### src/rtl/edge_pulse_extender_pkg.sv
// -----------------------------------------------------------------------------
// edge_ext_pkg
//   Shared definitions for the multi-channel edge pulse extender:
//   per-channel FSM state encoding, edge-mode selector constants and the
//   edge-select helper used by every channel.
// -----------------------------------------------------------------------------
package edge_ext_pkg;

  // Per-channel controller states.
  typedef enum logic [1:0] {
    ST_IDLE    = 2'd0,
    ST_ACTIVE  = 2'd1,
    ST_HOLDOFF = 2'd2
  } ch_state_e;

  // Edge-mode selector values.
  localparam int EDGE_RISE = 0;
  localparam int EDGE_FALL = 1;
  localparam int EDGE_BOTH = 2;

  // Returns 1 when the synchronised level s, compared with its value one
  // cycle earlier (prev), shows an edge of the selected kind.
  function automatic logic edge_sel(input logic s, input logic prev, input int mode);
    if (mode == EDGE_FALL)      return ~s & prev;
    else if (mode == EDGE_BOTH) return s ^ prev;
    else                        return s & ~prev;
  endfunction

endpackage : edge_ext_pkg

### src/rtl/edge_pulse_extender_ch.sv
// -----------------------------------------------------------------------------
// edge_pulse_extender_ch
//   One channel of the pulse extender: input synchroniser, edge detector,
//   IDLE/ACTIVE/HOLDOFF controller with length and hold-off counters.
//
// Ports
//   clk          in   fast clock, all logic on posedge
//   rst_n        in   asynchronous active-low reset
//   sig_i        in   slow strobe / clock, asynchronous to clk
//   ch_en_i      in   channel enable, synchronous to clk
//   len_cfg_i    in   pulse length in cycles, latched at trigger
//   retrig_en_i  in   edge during ACTIVE reloads the length counter
//   pulse_o      out  stretched pulse, registered
//   start_stb_o  out  1-cycle strobe on the first cycle of a new pulse
//   edge_miss_o  out  1-cycle strobe when a detected edge is dropped
//   pulse_nxt_o  out  next-state value of pulse_o (feeds the top-level OR)
// -----------------------------------------------------------------------------
module edge_pulse_extender_ch
  import edge_ext_pkg::*;
#(
  parameter int CNT_W       = 6,
  parameter int SYNC_STAGES = 2,
  parameter int EDGE_MODE   = EDGE_RISE,
  parameter int HOLDOFF_CYC = 0
) (
  input  logic             clk,
  input  logic             rst_n,
  input  logic             sig_i,
  input  logic             ch_en_i,
  input  logic [CNT_W-1:0] len_cfg_i,
  input  logic             retrig_en_i,
  output logic             pulse_o,
  output logic             start_stb_o,
  output logic             edge_miss_o,
  output logic             pulse_nxt_o
);

  // Hold-off reload value; only meaningful when HOLDOFF_CYC > 0.
  localparam logic [CNT_W-1:0] HOLD_LOAD =
    (HOLDOFF_CYC > 0) ? CNT_W'(HOLDOFF_CYC - 1) : '0;

  logic s;

  // ---------------------------------------------------------------------------
  // Input synchroniser (bypassed entirely when SYNC_STAGES == 0)
  // ---------------------------------------------------------------------------
  if (SYNC_STAGES == 0) begin : g_nosync
    assign s = sig_i;
  end else begin : g_sync
    logic [SYNC_STAGES-1:0] sync_q;

    // NOTE: sequential state uses non-blocking assignments so every flop
    // samples the pre-edge value; blocking here would collapse the chain.
    always_ff @(posedge clk or negedge rst_n) begin
      if (!rst_n) begin
        sync_q <= '0;
      end else begin
        sync_q[0] <= sig_i;
        for (int i = 1; i < SYNC_STAGES; i++) sync_q[i] <= sync_q[i-1];
      end
    end

    assign s = sync_q[SYNC_STAGES-1];
  end

  // ---------------------------------------------------------------------------
  // Edge detect. prev resets low, so an input already high at reset release
  // is seen as one rising edge once it has crossed the synchroniser.
  // ---------------------------------------------------------------------------
  logic prev_q;
  logic edge_hit;

  always_ff @(posedge clk or negedge rst_n) begin
    if (!rst_n) prev_q <= 1'b0;
    else        prev_q <= s;
  end

  assign edge_hit = edge_sel(s, prev_q, EDGE_MODE);

  // ---------------------------------------------------------------------------
  // Controller
  // ---------------------------------------------------------------------------
  ch_state_e        state_q, state_d;
  logic [CNT_W-1:0] cnt_q, cnt_d;
  logic [CNT_W-1:0] hcnt_q, hcnt_d;
  logic             pulse_q, pulse_d;
  logic             start_q, start_d;
  logic             miss_q, miss_d;
  logic             len_zero;
  logic [CNT_W-1:0] len_load;

  assign len_zero = (len_cfg_i == '0);
  assign len_load = len_cfg_i - CNT_W'(1);

  always_comb begin
    // NOTE: every combinational output gets a default first so no path
    // through the case tree leaves it unassigned and infers a latch.
    state_d = state_q;
    cnt_d   = cnt_q;
    hcnt_d  = hcnt_q;
    start_d = 1'b0;
    miss_d  = 1'b0;

    if (!ch_en_i) begin
      // Disabled: abort silently; edges are neither used nor reported.
      state_d = ST_IDLE;
      cnt_d   = '0;
      hcnt_d  = '0;
    end else begin
      unique case (state_q)
        ST_IDLE: begin
          if (edge_hit) begin
            if (len_zero) begin
              miss_d = 1'b1;
            end else begin
              state_d = ST_ACTIVE;
              cnt_d   = len_load;
              start_d = 1'b1;
            end
          end
        end

        ST_ACTIVE: begin
          if (edge_hit && retrig_en_i && !len_zero) begin
            // Reload takes priority over expiry, including the cnt==0 cycle,
            // so the pulse continues without a gap or a new start strobe.
            cnt_d = len_load;
          end else begin
            if (edge_hit) miss_d = 1'b1;
            if (cnt_q != '0) begin
              cnt_d = cnt_q - CNT_W'(1);
            end else if (HOLDOFF_CYC > 0) begin
              state_d = ST_HOLDOFF;
              hcnt_d  = HOLD_LOAD;
            end else begin
              state_d = ST_IDLE;
            end
          end
        end

        ST_HOLDOFF: begin
          // Edges are dropped here, including on the exit cycle.
          if (edge_hit) miss_d = 1'b1;
          if (hcnt_q != '0) hcnt_d  = hcnt_q - CNT_W'(1);
          else              state_d = ST_IDLE;
        end

        default: state_d = ST_IDLE;
      endcase
    end

    pulse_d = (state_d == ST_ACTIVE);
  end

  always_ff @(posedge clk or negedge rst_n) begin
    if (!rst_n) begin
      state_q <= ST_IDLE;
      cnt_q   <= '0;
      hcnt_q  <= '0;
      pulse_q <= 1'b0;
      start_q <= 1'b0;
      miss_q  <= 1'b0;
    end else begin
      state_q <= state_d;
      cnt_q   <= cnt_d;
      hcnt_q  <= hcnt_d;
      pulse_q <= pulse_d;
      start_q <= start_d;
      miss_q  <= miss_d;
    end
  end

  assign pulse_o     = pulse_q;
  assign start_stb_o = start_q;
  assign edge_miss_o = miss_q;
  assign pulse_nxt_o = pulse_d;

endmodule : edge_pulse_extender_ch

### src/rtl/edge_pulse_extender.sv
// -----------------------------------------------------------------------------
// edge_pulse_extender
//   Multi-channel edge-triggered pulse stretcher. Each channel synchronises a
//   slow strobe, detects the selected edge and emits a pulse of runtime length,
//   with enable, retrigger, hold-off and missed-edge reporting.
//
// Ports
//   clk        in   single clock, all logic posedge
//   rst_n      in   asynchronous active-low reset
//   sig_in     in   [NUM_CH] slow strobe/clock per channel, async to clk
//   ch_en      in   [NUM_CH] per-channel enable
//   len_cfg    in   [CNT_W]  pulse length, latched per channel at trigger
//   retrig_en  in   edge during ACTIVE reloads the counter
//   pulse_out  out  [NUM_CH] stretched pulse, registered
//   start_stb  out  [NUM_CH] strobe on first cycle of each new pulse
//   edge_miss  out  [NUM_CH] strobe when a detected edge is dropped
//   pulse_any  out  registered OR of all channels, equals |pulse_out
// -----------------------------------------------------------------------------
module edge_pulse_extender
  import edge_ext_pkg::*;
#(
  parameter int NUM_CH      = 4,
  parameter int CNT_W       = 6,
  parameter int SYNC_STAGES = 2,
  parameter int EDGE_MODE   = EDGE_RISE,
  parameter int HOLDOFF_CYC = 0
) (
  input  logic              clk,
  input  logic              rst_n,
  input  logic [NUM_CH-1:0] sig_in,
  input  logic [NUM_CH-1:0] ch_en,
  input  logic [CNT_W-1:0]  len_cfg,
  input  logic              retrig_en,
  output logic [NUM_CH-1:0] pulse_out,
  output logic [NUM_CH-1:0] start_stb,
  output logic [NUM_CH-1:0] edge_miss,
  output logic              pulse_any
);

  logic [NUM_CH-1:0] pulse_nxt;
  logic              pulse_any_q;

  for (genvar g = 0; g < NUM_CH; g++) begin : g_ch
    edge_pulse_extender_ch #(
      .CNT_W       (CNT_W),
      .SYNC_STAGES (SYNC_STAGES),
      .EDGE_MODE   (EDGE_MODE),
      .HOLDOFF_CYC (HOLDOFF_CYC)
    ) u_ch (
      .clk         (clk),
      .rst_n       (rst_n),
      .sig_i       (sig_in[g]),
      .ch_en_i     (ch_en[g]),
      .len_cfg_i   (len_cfg),
      .retrig_en_i (retrig_en),
      .pulse_o     (pulse_out[g]),
      .start_stb_o (start_stb[g]),
      .edge_miss_o (edge_miss[g]),
      .pulse_nxt_o (pulse_nxt[g])
    );
  end

  // Registering the OR of next-state pulses keeps pulse_any cycle-aligned
  // with pulse_out while still coming straight from a flop.
  always_ff @(posedge clk or negedge rst_n) begin
    if (!rst_n) pulse_any_q <= 1'b0;
    else        pulse_any_q <= |pulse_nxt;
  end

  assign pulse_any = pulse_any_q;

endmodule : edge_pulse_extender

### config.mk
export PLATFORM = sky130hd
export DESIGN_NAME = edge_pulse_extender
export DESIGN_NICKNAME = d
export VERILOG_FILES = /design/src/rtl/edge_pulse_extender_pkg.sv /design/src/rtl/edge_pulse_extender_ch.sv /design/src/rtl/edge_pulse_extender.sv
export SDC_FILE = /design/constraint.sdc
export NUM_CORES = 1
export LEC_CHECK = 0
export BUFFER_PORTS_ARGS = -buffer_cell sky130_fd_sc_hd__buf_2
export CAP_MARGIN = 25
export CORE_UTILIZATION = 61
export CTS_BUF_LIST = sky130_fd_sc_hd__clkbuf_16
export CTS_CLUSTER_DIAMETER = 150
export DETAILED_ROUTE_END_ITERATION = 10
export PLACE_DENSITY = 0.92
export SYNTH_ARGS = -nofsm -noshare
export SYNTH_HDL_FRONTEND = slang
export SYNTH_HIERARCHICAL = 1
export SYNTH_SLANG_ARGS = --single-unit
### constraint.sdc
create_clock -name clk -period 2.4 [get_ports clk]
set_input_delay 0.24 -clock clk [delete_from_list [all_inputs] [get_ports clk]]
set_output_delay 0.24 -clock clk [all_outputs]
set_load 0.01 [all_outputs]
# Word level (Yosys, flattened, before mapping)
# Index checks and enable logic that the tools add are counted.
# Widths: inputs -> output; s select.
word_totals:
  output_inout_bits: 13
  in_bits: 17
  word_cells: 212
  regBits: 81
op_classes:
  n_mux: 95
  eq_ne: 36
  bitwise_logic: 8
  reduce_logical: 31
  add_sub_neg: 9
ops:
  columns: ["cell", "count"]
  rows:
  - ["$mux 6", 29]
  - ["$sub 6x1->6 const B", 9]
  - ["$mux 2", 24]
  - ["$pmux 6 s2", 4]
  - ["$reduce_bool 6->1", 8]
  - ["$mux 1", 30]
  - ["$pmux 2 s3", 4]
  - ["$eq 2x1->1 const B", 8]
  - ["$ne 2x1->1 const B", 8]
  - ["$ne 4x2->1 const B", 4]
  - ["$reduce_and 4->1", 4]
  - ["$ne 3x1->1 const B", 4]
  - ["$ne 3x2->1 const B", 4]
  - ["$ne 3x3->1 const B", 4]
  - ["$pmux 1 s3", 4]
  - ["$eq 2x2->1 const B", 4]
  - ["$logic_and 1x1->1", 8]
  - ["$logic_not 2->1", 4]
  - ["$reduce_and 2->1", 4]
  - ["$logic_not 6->1", 1]
  - ["$and 1x1->1", 4]
  - ["$not 1->1", 4]
  - ["$reduce_or 4->1", 1]
  - ["$logic_not 1->1", 1]

# Depth between registers and ports, before layout
logic_depth:
  word_depth: 9
  ltp_mapped: 8
  depth_no_buf: 7

# Hierarchy
# Netlist, hierarchy kept.
modules_own_cells:
  columns: ["module", "n_inst", "area_each_um2", "seq_area_each_um2", "cells_per_inst"]
  rows:
  - ["edge_pulse_extender_ch", 4, 1126.1, 500.5, 107]
  - ["edge_pulse_extender", 1, 32.5, 25.0, 2]

# Worst setup path before layout
# OpenSTA, ideal clock, no wires.
synth_path:
  path_kind: "register to register"
  startpoint: "register g_ch[1].u_ch.cnt_q[0]"
  endpoint: "register pulse_any_q, in the netlist pulse_any"
  required_ps: 2261
  path_slack_ps: 239
  n_path_buf: 0
  synth_period_minus_slack_ps: 2161
  setup_time_ps: 139
  stages_incl_launch_ff: 8
  arrival_ps: 2023
  cell_sequence: "dfrtp_1 > inv_1 > ha_1 > or4b_1 > nor2_2 > o32ai_4 > and2_1 > or4_1"
synth_between:
  elab_chain_len: 7
synth_lines:
  columns: ["item", "line", "rtl"]
  rows:
  - ["from (decl)", "edge_pulse_extender_ch.sv:84", "logic [CNT_W-1:0] cnt_q, cnt_d;"]
  - ["from (signal assigned)", "edge_pulse_extender_ch.sv:165", "cnt_q <= cnt_d;"]
  - ["$reduce_bool 6->1", "edge_pulse_extender_ch.sv:130", "if (cnt_q != '0) begin"]
  - ["$mux 2", "edge_pulse_extender_ch.sv:130", null]
  - ["$mux 2", "edge_pulse_extender_ch.sv:124", "if (edge_hit && retrig_en_i && !len_zero) begin"]
  - ["$pmux 2 s3", "edge_pulse_extender_ch.sv:110", "unique case (state_q)"]
  - ["$mux 2", "edge_pulse_extender_ch.sv:104", "if (!ch_en_i) begin"]
  - ["$eq 2x1->1", "edge_pulse_extender_ch.sv:152", "pulse_d = (state_d == ST_ACTIVE);"]
  - ["via pulse_nxt[1]", "edge_pulse_extender.sv:40", "logic [NUM_CH-1:0] pulse_nxt;"]
  - ["$reduce_or 4->1", "edge_pulse_extender.sv:67", "else pulse_any_q <= |pulse_nxt;"]
  - ["to (signal assigned)", "edge_pulse_extender.sv:67", null]
  - ["to (decl)", "edge_pulse_extender.sv:41", "logic pulse_any_q;"]
# The timed path passes the listed nets, and every way through them passes these cells.
# A chain may end at the register's enable or synchronous reset.

# Worst setup path in the final report
layout_path:
  startpoint: "register g_ch[3].u_ch.cnt_q[0]"
  endpoint: "register pulse_any_q, in the netlist pulse_any"
layout_between:
  elab_chain_len: 7
layout_lines:
  columns: ["item", "line"]
  rows:
  - ["from (decl)", "edge_pulse_extender_ch.sv:84"]
  - ["from (signal assigned)", "edge_pulse_extender_ch.sv:165"]
  - ["$reduce_bool 6->1", "edge_pulse_extender_ch.sv:130"]
  - ["$mux 2", "edge_pulse_extender_ch.sv:130"]
  - ["$mux 2", "edge_pulse_extender_ch.sv:124"]
  - ["$pmux 2 s3", "edge_pulse_extender_ch.sv:110"]
  - ["$mux 2", "edge_pulse_extender_ch.sv:104"]
  - ["$eq 2x1->1", "edge_pulse_extender_ch.sv:152"]
  - ["via pulse_nxt[3]", "edge_pulse_extender.sv:40"]
  - ["$reduce_or 4->1", "edge_pulse_extender.sv:67"]
# The timed path passes the listed nets, and every way through them passes these cells.

==> insert_results.sql <==
INSERT INTO impl_metrics (metric_group, metric, value, unit) VALUES
('yosys', 'post_synthesis_net_count', '459', ''),
('clock_tree', 'ctsHtreeMaxLevel', '3', ''),
('global_routing', 'global_route.overflow_total', '0', ''),
('power', 'total_power', '3.44', 'mW'),
('critical_path', 'worst_setup_path_start_kind', 'register', ''),
('yosys', 'synth_cell_type_count', '37', ''),
('global_routing', 'first_global_vias', '3368', ''),
('placement', 'dp.cells', '555', ''),
('die', 'fp.dieArea', '7790', 'µm²'),
('route', 'drtAntennaViolNets', '0', ''),
('placement', 'gp_congestion', '0.797', ''),
('clock_tree', 'post-cts-setup-buffers', '0', ''),
('yosys', 'fraction_of_post_synthesis_cell_area_in_the_top_cell_type_by_area', '44.7', '%'),
('yosys', 'yosys.area_share.simple', '23.8', '%'),
('critical_path', 'cp_max_fo', '4', ''),
('placement', 'hpwl', '6450', 'µm'),
('timing', 'rsz0062_at_grt', 'false', ''),
('finish', 'antennaDiodeCount', '0', ''),
('die', 'die-height', '88.2', 'µm'),
('route', 'first_iter_violations', '181', ''),
('die', 'core.rowCount', '31', ''),
('power', 'p_leak', '2.43', 'nW'),
('die', 'initial_cell_density_of_the_core', '62.9', '%'),
('yosys', 'synth_fa_ha_area_share', '3.31', '%'),
('die', 'fp.coreArea', '7210', 'µm²'),
('global_routing', 'number_of_antenna_violations_at_the_first_check_in_global_routing', '0', ''),
('yosys', 'synth_area_leaders', 'dfrtp_1, xnor2_1, and2_1', ''),
('timing', 'final-setup-viol-count', '0', ''),
('yosys', 'synth_compound_area_share', '13.8', '%'),
('route', 'routed-via-count', '3401', ''),
('critical_path', 'crit_type', 'register to register', ''),
('yosys', 'synth_area_leader_cell', 'dfrtp_1', ''),
('yosys', 'synth_cells', '430', ''),
('global_routing', 'grt_pass1_wl', '15400', 'µm'),
('yosys', 'yosysWarningCount', '6', ''),
('clock_tree', 'cts_root_buf', 'clkbuf_16', ''),
('route', 'drt_wl_total', '9310', 'µm'),
('placement', 'portBuffers', '29', ''),
('yosys', 'yosysSeqAreaShare', '44.7', '%'),
('die', 'io-pin-count', '30', ''),
('placement', 'place_area', '4820', 'µm²'),
('route', 'wire_per_inst', '16.3', 'µm'),
('global_routing', 'grt_max_degree', '47', ''),
('outcome', 'status', 'finished clean', ''),
('timing', 'fin_worst_skew', '0.00493', 'ns'),
('critical_path', 'timing.critical_path.required', '2.60', 'ns'),
('clock_tree', 'path_clk_slew', '0.06', 'ns'),
('yosys', 'yosys_register_bits', '81', ''),
('timing', 'final_max_slew_viols', '0', ''),
('timing', 'timing_worst_slew_pin_value', '0.615', 'ns'),
('timing', 'timing.setup.tns', '0', 'ns'),
('die', 'fp.dieW', '88.2', 'µm'),
('timing', 'slew-limit-headroom', '58.9', '%'),
('clock_tree', 'numClockSinks', '81', ''),
('finish', 'most-common-layout-cells', 'dfrtp_1, nand2_1, and2_1', ''),
('timing', 'final.period_utilization', '96.2', '%'),
('finish', 'fin_nets', '497', ''),
('finish', 'instances_no_fill', '570', ''),
('yosys', 'post_synth_xor_area_fraction', '6.95', '%'),
('yosys', 'synth_top_family_by_area', 'simple AND/OR/NAND/NOR gates', ''),
('job', 'cap_viol_max_count', '0', ''),
('finish', 'final_cell_utilization_of_the_core', '71.2', '%'),
('route', 'remaining_drc_errors', '0', ''),
('clock_tree', 'max_clock_buf_depth', '2', ''),
('global_routing', 'grt.total_usage', '26.0', '%'),
('power', 'ir_worst_vdd', '381', 'µV'),
('power', 'power_per_cell_area', '670', 'nW/µm²'),
('finish', 'flow.area_growth_from_synthesis', '13.2', '%'),
('critical_path', 'critical_path.endpoint_type', 'register', ''),
('finish', 'layout-drive-gt1-share', '15.9', '%'),
('yosys', 'synth_area_per_cell', '10.6', 'µm²'),
('finish', 'final_common_cell', 'dfrtp_1', ''),
('timing', 'hold_violations', '0', ''),
('timing', 'max_freq', '433', 'MHz'),
('clock_tree', 'cts_buf_count', '9', ''),
('critical_path', 'arrival', '2.50', 'ns'),
('clock_tree', 'clock_tree_from_tritoncts', 'built', ''),
('route', 'drt_first_pass_iters', '4', ''),
('yosys', 'synth.area.mux_share', '4.41', '%'),
('clock_tree', 'worstSkewPairLatency', '0.33', 'ns'),
('finish', 'design_area', '5130', 'µm²'),
('timing', 'layout_min_cycle_time', '2.31', 'ns'),
('min_path', 'hold_class', 'input pin to register', ''),
('route', 'detail_route.vias_per_cell', '5.97', ''),
('yosys', 'mappedNetlistArea', '4540', 'µm²');
[cells by family after synthesis]
| family | count (synthesis) |
|---|---|
| adders and majority gates | 12 |
| AOI/OAI and AO/OA | 68 |
| DFF | 81 |
| buffers and inverters | 36 |
| muxes | 20 |
| and+or+nand+nor | 177 |
| xor gates and xnor gates | 36 |
[per-layer routing]
layer	vias up	track usage (%)	share of wire, %
li1	1578	-	-
met1	1682	31.8	41
met2	121	46.1	53
met3	20	5.04	4.6
met4	0	8.80	1.9
met5	-	0	0
[worst paths after layout]
path | from | to | slack (ns) | cells after the start
max in group asynchronous | rst_n | g_ch[2].u_ch/hcnt_q[2] | 1.40 | 3
setup reg to reg | g_ch[3].u_ch/cnt_q[0] | pulse_any | 0.09 | 7
hold / removal | sig_in[3] | g_ch[3].u_ch/g_sync.sync_q[0] | 0.01 | 1
setup / recovery | g_ch[3].u_ch/cnt_q[0] | pulse_any | 0.09 | 7
hold reg to reg | g_ch[1].u_ch/g_sync.sync_q[0] | g_ch[1].u_ch/g_sync.sync_q[1] | 0.36 | 0
min in group asynchronous | rst_n | g_ch[0].u_ch/hcnt_q[2] | 0.41 | 2
[what timing repair did]
action                     CTS  global route
setup endpoints to repair    0             1
hold buffers                 1             0
resized for setup            0             1
hold endpoints to repair    35             0
[critical path, cell delays in order (launching register included)]
cell     delay (ns)
dfrtp_1        0.40
inv_1          0.11
ha_2           0.21
or4b_1         0.51
nor2_2         0.15
o32ai_4        0.11
and2_1         0.21
or4_1          0.48
[synthesized netlist by cell type (all sizes together)]
| master | number |
|---|---|
| xor2 | 8 |
| nand2b | 16 |
| buf | 4 |
| clkbuf | 4 |
| nand2 | 32 |
| a21bo | 4 |
| xnor2 | 28 |
| nand3 | 8 |
| nor2 | 12 |
| nor3b | 12 |
| a21o | 4 |
| a21boi | 4 |
| a2bb2oi | 4 |
| or3b | 4 |
| o211a | 4 |
| nor4bb | 4 |
| and2 | 36 |
| ha | 12 |
| inv | 28 |
| and3b | 4 |
| or2 | 4 |
| nor2b | 12 |
| nor4 | 8 |
| o21ba | 4 |
| a32o | 12 |
| a21oi | 4 |
| or4 | 5 |
| or4b | 4 |
| o32ai | 4 |
| o31a | 4 |
| o21ai | 20 |
| dfrtp | 81 |
| mux2i | 20 |
| nor3 | 16 |
[state kept, by name, indices dropped and copies added (netlist names)]
register	flops
pulse_any	1
g_ch.u_ch/edge_miss_o	4
g_ch.u_ch/g_sync.sync_q	8
g_ch.u_ch/cnt_q	24
g_ch.u_ch/start_stb_o	4
g_ch.u_ch/pulse_o	4
g_ch.u_ch/state_q	8
g_ch.u_ch/hcnt_q	24
g_ch.u_ch/prev_q	4
[layout make-up]
| type | instances | area (µm²) |
|---|---|---|
| Multi-Input combinational cell | 313 | 2370 |
| Fill cell | 520 | 2080 |
| Sequential cell | 81 | 2030 |
| Clock buffer | 9 | 225 |
| Timing Repair Buffer | 35 | 208 |
| Tap cell | 99 | 124 |
| Inverter | 28 | 105 |
| Clock inverter | 5 | 72.6 |
[power by group]
part	leakage [nW]	switching (mW)	internal, mW
Clock	0.146	0.489	0.889
Sequential	1.08	0.0570	1.43
Combinational	1.20	0.315	0.254
Total	2.43	0.861	2.58
[stage by stage]
| step | hold WS, ns | worst slack, ns |
|---|---|---|
| 4_1_cts | 0.00382 | 0.102 |
| 2_1_floorplan | -0.0556 | 0.239 |
| 3_5_place_dp | 0.229 | 0.0127 |
| 6_report | 0.0129 | 0.0921 |
| 3_3_place_gp | 0.223 | 0.141 |
| 5_1_grt | 0.00248 | 0.0115 |
Note: power is estimated with default switching activity, not from simulation.
